===== src/rtl/sram_axi_bridge.sv =====
//----------------------------------------------------------------------------
// sram_axi_bridge
//
// Purpose:
//   Joins the CPU core's two SRAM-like ports (instruction fetch and data
//   access, both req/addr_ok/data_ok) into a single AXI3 master port.
//   One read (inst or data) and one write may be outstanding at the same
//   time. At most one data transaction is in flight, so data responses
//   always come back in request order and a read can never overtake a write.
//
// Ports:
//   clk, resetn            clock, asynchronous active-low reset
//   inst_sram_*            instruction port (reads only; inst_sram_wr ignored)
//   data_sram_*            data port (reads and writes)
//   ar*/r*                 AXI read address / read data channels
//   aw*/w*/b*              AXI write address / write data / write response
//
// AXI IDs: inst reads use ID 0; data reads and writes use ID 1. Every
// transfer is a single beat (len 0, INCR burst, wlast 1). rresp, bresp and
// rlast are not inspected.
//----------------------------------------------------------------------------
module sram_axi_bridge #(
    parameter int ID_W = 4
) (
    input  logic            clk,
    input  logic            resetn,

    // Instruction SRAM-like port
    input  logic            inst_sram_req,
    input  logic            inst_sram_wr,
    input  logic [1:0]      inst_sram_size,
    input  logic [31:0]     inst_sram_addr,
    output logic            inst_sram_addr_ok,
    output logic            inst_sram_data_ok,
    output logic [31:0]     inst_sram_rdata,

    // Data SRAM-like port
    input  logic            data_sram_req,
    input  logic            data_sram_wr,
    input  logic [1:0]      data_sram_size,
    input  logic [3:0]      data_sram_wstrb,
    input  logic [31:0]     data_sram_addr,
    input  logic [31:0]     data_sram_wdata,
    output logic            data_sram_addr_ok,
    output logic            data_sram_data_ok,
    output logic [31:0]     data_sram_rdata,

    // AXI read address channel
    output logic [ID_W-1:0] arid,
    output logic [31:0]     araddr,
    output logic [3:0]      arlen,
    output logic [2:0]      arsize,
    output logic [1:0]      arburst,
    output logic            arvalid,
    input  logic            arready,

    // AXI read data channel
    input  logic [ID_W-1:0] rid,
    input  logic [31:0]     rdata,
    input  logic [1:0]      rresp,
    input  logic            rlast,
    input  logic            rvalid,
    output logic            rready,

    // AXI write address channel
    output logic [ID_W-1:0] awid,
    output logic [31:0]     awaddr,
    output logic [3:0]      awlen,
    output logic [2:0]      awsize,
    output logic [1:0]      awburst,
    output logic            awvalid,
    input  logic            awready,

    // AXI write data channel
    output logic [ID_W-1:0] wid,
    output logic [31:0]     wdata,
    output logic [3:0]      wstrb,
    output logic            wlast,
    output logic            wvalid,
    input  logic            wready,

    // AXI write response channel
    input  logic [ID_W-1:0] bid,
    input  logic [1:0]      bresp,
    input  logic            bvalid,
    output logic            bready
);

    localparam logic [ID_W-1:0] INST_ID = ID_W'(0);
    localparam logic [ID_W-1:0] DATA_ID = ID_W'(1);

    typedef enum logic [1:0] {
        R_IDLE,
        R_AR,
        R_R
    } r_state_t;

    typedef enum logic [1:0] {
        W_IDLE,
        W_REQ,
        W_B
    } w_state_t;

    r_state_t r_state, r_state_next;
    w_state_t w_state, w_state_next;

    logic            data_rd_accept;
    logic            data_wr_accept;
    logic            inst_rd_accept;
    logic            data_rd_outstanding;

    logic            aw_done, w_done;
    logic            aw_fire, w_fire;
    logic            aw_done_next, w_done_next;

    logic [ID_W-1:0] ar_id_q;
    logic [31:0]     ar_addr_q;
    logic [2:0]      ar_size_q;
    logic [ID_W-1:0] aw_id_q;
    logic [31:0]     aw_addr_q;
    logic [2:0]      aw_size_q;
    logic [31:0]     w_data_q;
    logic [3:0]      w_strb_q;

    // Inputs that carry no information for a single-beat, error-agnostic
    // bridge; folded together so they are visibly consumed.
    logic unused_inputs;
    assign unused_inputs = ^{inst_sram_wr, rresp, rlast, bid, bresp};

    //------------------------------------------------------------------------
    // Acceptance
    //------------------------------------------------------------------------
    // A data read is in flight whenever the read FSM is busy with ID 1.
    // Refusing data writes while that holds, and data reads while any write
    // is busy, keeps the data port strictly one-at-a-time. The instruction
    // port only needs a free read FSM and loses ties to a data read.
    // addr_ok is forced low while reset is held.
    always_comb begin
        data_rd_outstanding = (r_state != R_IDLE) && (ar_id_q == DATA_ID);

        data_rd_accept = resetn && data_sram_req && !data_sram_wr &&
                         (r_state == R_IDLE) && (w_state == W_IDLE);
        data_wr_accept = resetn && data_sram_req && data_sram_wr &&
                         (w_state == W_IDLE) && !data_rd_outstanding;
        inst_rd_accept = resetn && inst_sram_req &&
                         (r_state == R_IDLE) && !data_rd_accept;
    end

    assign inst_sram_addr_ok = inst_rd_accept;
    assign data_sram_addr_ok = data_rd_accept || data_wr_accept;

    //------------------------------------------------------------------------
    // Read FSM
    //------------------------------------------------------------------------
    always_ff @(posedge clk or negedge resetn) begin
        if (!resetn) begin
            r_state <= R_IDLE;
        end else begin
            r_state <= r_state_next;
        end
    end

    always_comb begin
        r_state_next = r_state;
        arvalid      = 1'b0;
        rready       = 1'b0;
        case (r_state)
            R_IDLE: begin
                if (data_rd_accept || inst_rd_accept) begin
                    r_state_next = R_AR;
                end
            end
            R_AR: begin
                arvalid = 1'b1;
                if (arready) begin
                    r_state_next = R_R;
                end
            end
            R_R: begin
                rready = 1'b1;
                if (rvalid) begin
                    r_state_next = R_IDLE;
                end
            end
            default: begin
                r_state_next = R_IDLE;
            end
        endcase
    end

    // AR payload is captured at acceptance and held stable until the
    // handshake, however long the slave stalls arready.
    always_ff @(posedge clk or negedge resetn) begin
        if (!resetn) begin
            ar_id_q   <= '0;
            ar_addr_q <= '0;
            ar_size_q <= '0;
        end else if (data_rd_accept) begin
            ar_id_q   <= DATA_ID;
            ar_addr_q <= data_sram_addr;
            ar_size_q <= {1'b0, data_sram_size};
        end else if (inst_rd_accept) begin
            ar_id_q   <= INST_ID;
            ar_addr_q <= inst_sram_addr;
            ar_size_q <= {1'b0, inst_sram_size};
        end
    end

    assign arid    = ar_id_q;
    assign araddr  = ar_addr_q;
    assign arsize  = ar_size_q;
    assign arlen   = 4'd0;
    assign arburst = 2'b01;

    //------------------------------------------------------------------------
    // Write FSM
    //------------------------------------------------------------------------
    always_ff @(posedge clk or negedge resetn) begin
        if (!resetn) begin
            w_state <= W_IDLE;
        end else begin
            w_state <= w_state_next;
        end
    end

    // AW and W are independent channels: each valid drops on its own
    // handshake, and the response phase starts only once both have gone,
    // whether in the same cycle or different ones.
    always_comb begin
        w_state_next = w_state;
        awvalid      = 1'b0;
        wvalid       = 1'b0;
        bready       = 1'b0;
        aw_fire      = 1'b0;
        w_fire       = 1'b0;
        aw_done_next = 1'b0;
        w_done_next  = 1'b0;
        case (w_state)
            W_IDLE: begin
                if (data_wr_accept) begin
                    w_state_next = W_REQ;
                end
            end
            W_REQ: begin
                awvalid      = !aw_done;
                wvalid       = !w_done;
                aw_fire      = awvalid && awready;
                w_fire       = wvalid && wready;
                aw_done_next = aw_done || aw_fire;
                w_done_next  = w_done || w_fire;
                if (aw_done_next && w_done_next) begin
                    w_state_next = W_B;
                    aw_done_next = 1'b0;
                    w_done_next  = 1'b0;
                end
            end
            W_B: begin
                bready = 1'b1;
                if (bvalid) begin
                    w_state_next = W_IDLE;
                end
            end
            default: begin
                w_state_next = W_IDLE;
            end
        endcase
    end

    always_ff @(posedge clk or negedge resetn) begin
        if (!resetn) begin
            aw_done <= 1'b0;
            w_done  <= 1'b0;
        end else begin
            aw_done <= aw_done_next;
            w_done  <= w_done_next;
        end
    end

    // Write payload is captured at acceptance and held through W_REQ.
    always_ff @(posedge clk or negedge resetn) begin
        if (!resetn) begin
            aw_id_q   <= '0;
            aw_addr_q <= '0;
            aw_size_q <= '0;
            w_data_q  <= '0;
            w_strb_q  <= '0;
        end else if (data_wr_accept) begin
            aw_id_q   <= DATA_ID;
            aw_addr_q <= data_sram_addr;
            aw_size_q <= {1'b0, data_sram_size};
            w_data_q  <= data_sram_wdata;
            w_strb_q  <= data_sram_wstrb;
        end
    end

    assign awid    = aw_id_q;
    assign awaddr  = aw_addr_q;
    assign awsize  = aw_size_q;
    assign awlen   = 4'd0;
    assign awburst = 2'b01;
    assign wid     = aw_id_q;
    assign wdata   = w_data_q;
    assign wstrb   = w_strb_q;
    assign wlast   = 1'b1;

    //------------------------------------------------------------------------
    // Responses
    //------------------------------------------------------------------------
    // R data is routed by rid and passed straight through. A data read and
    // a write response cannot coincide because only one data transaction is
    // ever outstanding, so OR-ing them onto data_ok is safe.
    always_comb begin
        inst_sram_data_ok = rready && rvalid && (rid == INST_ID);
        data_sram_data_ok = (rready && rvalid && (rid == DATA_ID)) ||
                            (bready && bvalid);
    end

    assign inst_sram_rdata = rdata;
    assign data_sram_rdata = rdata;

endmodule


===== config.mk =====
export PLATFORM = sky130hd
export DESIGN_NAME = sram_axi_bridge
export DESIGN_NICKNAME = d
export VERILOG_FILES = /design/src/rtl/sram_axi_bridge.sv
export SDC_FILE = /design/constraint.sdc
export NUM_CORES = 1
export LEC_CHECK = 0
export BUFFER_PORTS_ARGS = -buffer_cell sky130_fd_sc_hd__buf_2
export CAP_MARGIN = 20
export CORE_AREA = 2 2 142 144
export CTS_CLUSTER_DIAMETER = 30
export DETAILED_ROUTE_END_ITERATION = 16
export DIE_AREA = 0 0 144 146
export HOLD_SLACK_MARGIN = 0.08
export MAX_ROUTING_LAYER = met4
export SKIP_CTS_REPAIR_TIMING = 1
export SLEW_MARGIN = 20
export SYNTH_ARGS = -nofsm -noshare
export SYNTH_HDL_FRONTEND = slang
export SYNTH_SLANG_ARGS = --single-unit

===== constraint.sdc =====
create_clock -name clk -period 4.1 [get_ports clk]
set_input_delay 0.82 -clock clk [delete_from_list [all_inputs] [get_ports clk]]
set_output_delay 0.82 -clock clk [all_outputs]
set_load 0.05 [all_outputs]

Word level (Yosys, flattened, before mapping)
Index checks and enable logic that the tools add are counted.
{"block": "word_totals", "regBits": 116, "in_bits": 160}
{"block": "classes", "mux": 23, "n_reduce_logical": 35, "eq_ne": 12}
{"cell": "$mux 32", "n": 2}
{"cell": "$logic_and 1x1->1", "n": 18}
{"cell": "$mux 2", "n": 6}
{"cell": "$pmux 2 s3", "n": 2}
{"cell": "$ne 2x2->1 const B", "n": 5}
{"cell": "$mux 1", "n": 9}
{"cell": "$eq 4x1->1 const B", "n": 2}
{"cell": "$mux 4", "n": 2}
{"cell": "$mux 3", "n": 2}
{"cell": "$reduce_and 3->1", "n": 2}
{"cell": "$logic_not 1->1", "n": 5}
{"cell": "$logic_or 1x1->1", "n": 5}
{"cell": "$eq 2x1->1 const B", "n": 2}
{"cell": "$eq 2x2->1 const B", "n": 2}
{"cell": "$logic_not 2->1", "n": 2}
{"cell": "$logic_not 4->1", "n": 1}
{"cell": "$reduce_bool 2->1", "n": 2}
{"cell": "$ne 2x1->1 const B", "n": 1}

Logic depth before layout (Yosys ltp)
{"block": "depth", "ltp_word": 9, "ltp_mapped": 5, "mapped_depth_nobuf": 3}

Worst setup path after synthesis
Ideal clock, no wire load.
{"block": "synth_timing", "path_type": "reg2out", "startpoint": "register r_state[1]", "endpoint": "output inst_sram_data_ok", "path_stages_with_launch": 4, "t_arrival_ns": 1.997, "path_slack_ns": 1.283, "t_required_ns": 3.280, "cell_sequence": "dfrtp_1 nor2b_1 nand2_1 nor2_1"}
{"block": "synth_between", "elab_chain_len": 4}
{"element": "start, declared", "line": "104", "source": "r_state_t r_state, r_state_next;"}
{"element": "start signal, assigned", "line": "159", "source": "r_state <= r_state_next;"}
{"element": "$eq 2x2->1", "line": "167", "source": "case (r_state)"}
{"element": "$mux 1", "line": "167"}
{"element": "net rready", "line": "63", "source": "output logic rready,"}
{"element": "$logic_and 1x1->1 (2 in series)", "line": "313", "source": "inst_sram_data_ok = rready && rvalid && (rid == INST_ID);"}
{"element": "end, declared", "line": "34", "source": "output logic inst_sram_data_ok,"}
The timed path passes the listed nets, and every way through them passes these cells.

Final worst setup path
{"block": "layout_timing", "startpoint": "input resetn", "endpoint": "output inst_sram_addr_ok"}
{"block": "layout_between", "elab_chain_len": 6, "elab_cells_between_ends": 8, "cone_classes": "reduce/logical: 8"}
{"element": "start, declared", "line": "26", "source": "input logic resetn,"}
{"element": "$logic_and 1x1->1 (3 in series)", "line": "141", "source": "data_rd_accept = resetn && data_sram_req && !data_sram_wr &&"}
{"element": "$logic_and 1x1->1", "line": "142", "source": "(r_state == R_IDLE) && (w_state == W_IDLE);"}
{"element": "$logic_not 1->1", "line": "146", "source": "(r_state == R_IDLE) && !data_rd_accept;"}
{"element": "$logic_and 1x1->1 *", "line": "146"}
{"element": "end, declared", "line": "33", "source": "output logic inst_sram_addr_ok,"}
Every way passes the cells marked *; elsewhere a longest branch is shown, timed or not.

==> results by group <==
Clocking
  – Clock-pin slew on the worst setup and hold paths: about 70 ps
  – Clock latency on the worst-skew pair: around 350 ps
  – TritonCTS clock tree: built
  – Root Buffer Master: clkbuf_16
  – Sink Count: 112
  – Clk buf depth: 2
  – Max H-tree Level: 3
  – Number of CTS-inserted buffers: 9

Die
  – Height of the die: around 150 um
  – Die width: 144 um
  – IO Pins: 364
  – Core ar.: between 15000 and 20000 sq um
  – Rows: 51
  – Initial core utilization: between 20% and 30%
  – Die ar.: roughly 21000 sq um

Global routing
  – Initial antenna violation count: 2
  – Vias in the first global route: roughly 3400
  – Largest net degree at the start of global routing: between 70 and 80
  – Grt ovf: 0
  – Total Routing Usage GR: between 10% and 20%
  – First-pass GRT wire length: about 19000 um

Timing
  – FMAX: about 0.33 GHz
  – Hold WS: 468 ps
  – Final Max Slew Viols: 0
  – Clk_skew: 6.82 ps
  – Hold Violations, Final: 0
  – Tmin final: 2990 ps
  – Worst-margin pin slew: approximately 740 ps
  – Period utilisation layout: 72.9%
  – Worst rel slew slack: between 50% and 60%
  – Endpoints failing setup: 0
  – Final setup TNS: 0 ps
  – RSZ-0062 raised after global routing: false

Final layout
  – Fillcell total: 1945
  – Layout cells sized above 1: a little over two thirds
  – # nets final: 718
  – Area grow syn2layout: 20.9%

Hold path
  – Worst hold start: aw_done$_DFF_PN0_
  – Worst min path class: reg -> reg

Critical path
  – Arrival time at the worst endpoint: around 2200 ps
  – Data required, critical path: between 3000 and 4000 ps
  – Critical path type: in -> out
  – CP startpoint kind: primary input
  – Worst reg2reg path startpoint: w_state[1]$_DFFE_PN0P_
  – Critical Path Start: resetn
  – Worst setup EP type: primary output
  – Crit-path max FO: 37

Route
  – Vias: between 3000 and 4000
  – DRT Wirelength: 12600 um
  – 1st-pass router iterations: 4
  – Vias per inst: a little over 4
  – Final ANT Viol Nets: 0
  – Wire length per cell: ~15 um
  – Drt drc: 0
  – Initial DRC count: 64

Synthesis
  – Avg Cell Area, Syn: 14.0 sq um
  – Ys Warns: 0
  – Synth top area share: approximately half
  – Synth area leaders: dfrtp_1 51%, mux2_2 23%, buf_4 12%
  – Simple-Gate Fraction of Synth Area: 2.55%
  – Post-synth EDFFs: 0
  – Sequential share of the synthesized area: between 50 and 60%
  – Synth Instances: around 390
  – Async set-reset flop share out of synthesis: 100%
  – Largest family of logic cells by synthesized area: multiplexers
  – Synth Area in Adders: 0%
  – Synth Register Bits: ~110
  – Multiplexer share of the synthesized area: 30.1%
  – Post-synth top flop: dfrtp_1
  – Syn Std Cell Area: 5500 sq um
  – Synth area leader: dfrtp_1
  – Compound-cell area share of the yosys netlist: less than 1%
  – Synth cell types: 26
  – Synth Area in XOR/XNOR: 0%

Placement
  – Post-DP HPWL: 9250 um
  – Port Buf Inserts: between 200 and 250
  – Gp weighted congestion: 0.730

Pwr
  – Lkg Pwr: ~0.0033 uW
  – Worst vdd ir: 0.000446 V
  – Pwr/cell area: roughly 990 nW/um^2

Run status
  – Status: completed

Job
  – Max cap viols: 0
## through the flow
step	util (%)	worst slack [ps]	total power, uW	instance area [sq um]	std cells
floorplan	-	1280	5030	5580	414
global placement	32.7	982	5650	6320	812
detailed placement	32.7	976	5680	6320	812
CTS	34.4	1040	6670	6650	828
global route	34.4	940	6910	6650	830
finish	34.4	1110	6590	6650	830
## registers in the layout (all words and copies together), names as in the netlist
register  flops
araddr       32
awaddr       32
wdata        32
wstrb         4
arsize        2
awsize        2
r_state       2
w_state       2
arid          1
aw_done       1
awid          1
w_done        1
## Yosys cell counts, types with 3 or more instances
cell and n:
inv_1 3, buf_6 10, mux2_4 27, buf_4 89
nand2b_1 3, nor2_1 8, mux2_2 111, buf_2 4
nor2b_1 3, dfrtp_1 112
## metal layers
layer | GRT usage, % | part of all wire, % | vias up
met5 | - | 0 | -
met4 | 4.31 | 2.3 | 0
met3 | 4.67 | 9.2 | 29
met2 | 19.3 | 49 | 163
met1 | 14.1 | 40 | 1632
li1 | - | - | 1562
## power by group
group	switching, uW	internal, uW	leakage [uW]
Sequential	260	1650	0.00134
Clock	405	552	0.000152
Combinational	2620	1100	0.00186
Total	3290	3300	0.00335
## cell type report
cell class / instances / area (sq um) / area share (%)
Timing Repair Buffer: 238 / 1220 / 18.4
Clock buffer: 11 / 243 / 3.65
Sequential cell: 112 / 2800 / 42.1
Inverter: 3 / 11.3 / 0.169
Antenna cell: 2 / 5.00 / 0.0752
Tap cell: 265 / 332 / 4.98
Clock inverter: 5 / 80.1 / 1.20
Multi-Input combinational cell: 194 / 1960 / 29.4
## path summary, 6_finish.rpt
kind                                          end  slack [ps]  depth (start not counted)
setup / recovery                inst_sram_addr_ok        1110                          5
max in group asynchronous   awaddr[1]$_DFFE_PN0P_        2450                          3
setup reg to reg            arsize[1]$_DFFE_PN0P_        1980                          4
hold / removal                   w_done$_DFF_PN0_         470                          1
hold reg to reg                  w_done$_DFF_PN0_         470                          1
min in group asynchronous  r_state[1]$_DFFE_PN0P_         540                          2
## critical path: stages
cell,delay (ps)
buf_4,100
buf_4,410
nor4bb_4,380
and2_1,160
buf_2,280
## logic make-up (layout without fill, tap and decap cells)
logic type | after synthesis | after routing
AND/OR/NAND/NOR | 24 | 24
AO/OA/AOI/OAI | 8 | 8
flip-flops | 112 | 112
other | 2 | 26
multiplexers | 138 | 138
buffers and inverters | 108 | 257
## layout by cell type, fill, tap and decap left out, types with 2 or more instances in the layout
master,count
o21ai_0,2
nand2_1,2
conb_1,24
diode_2,2
buf_2,232
dfrtp_1,112
inv_1,3
nand2b_1,3
nor2_1,8
mux2_4,27
nor2b_1,3
bufinv_16,2
clkbuf_16,9
a21oi_1,2
clkinvlp_4,2
buf_4,4
mux2_2,111
nor4_1,2
Note: power is estimated with default switching activity, not from simulation.
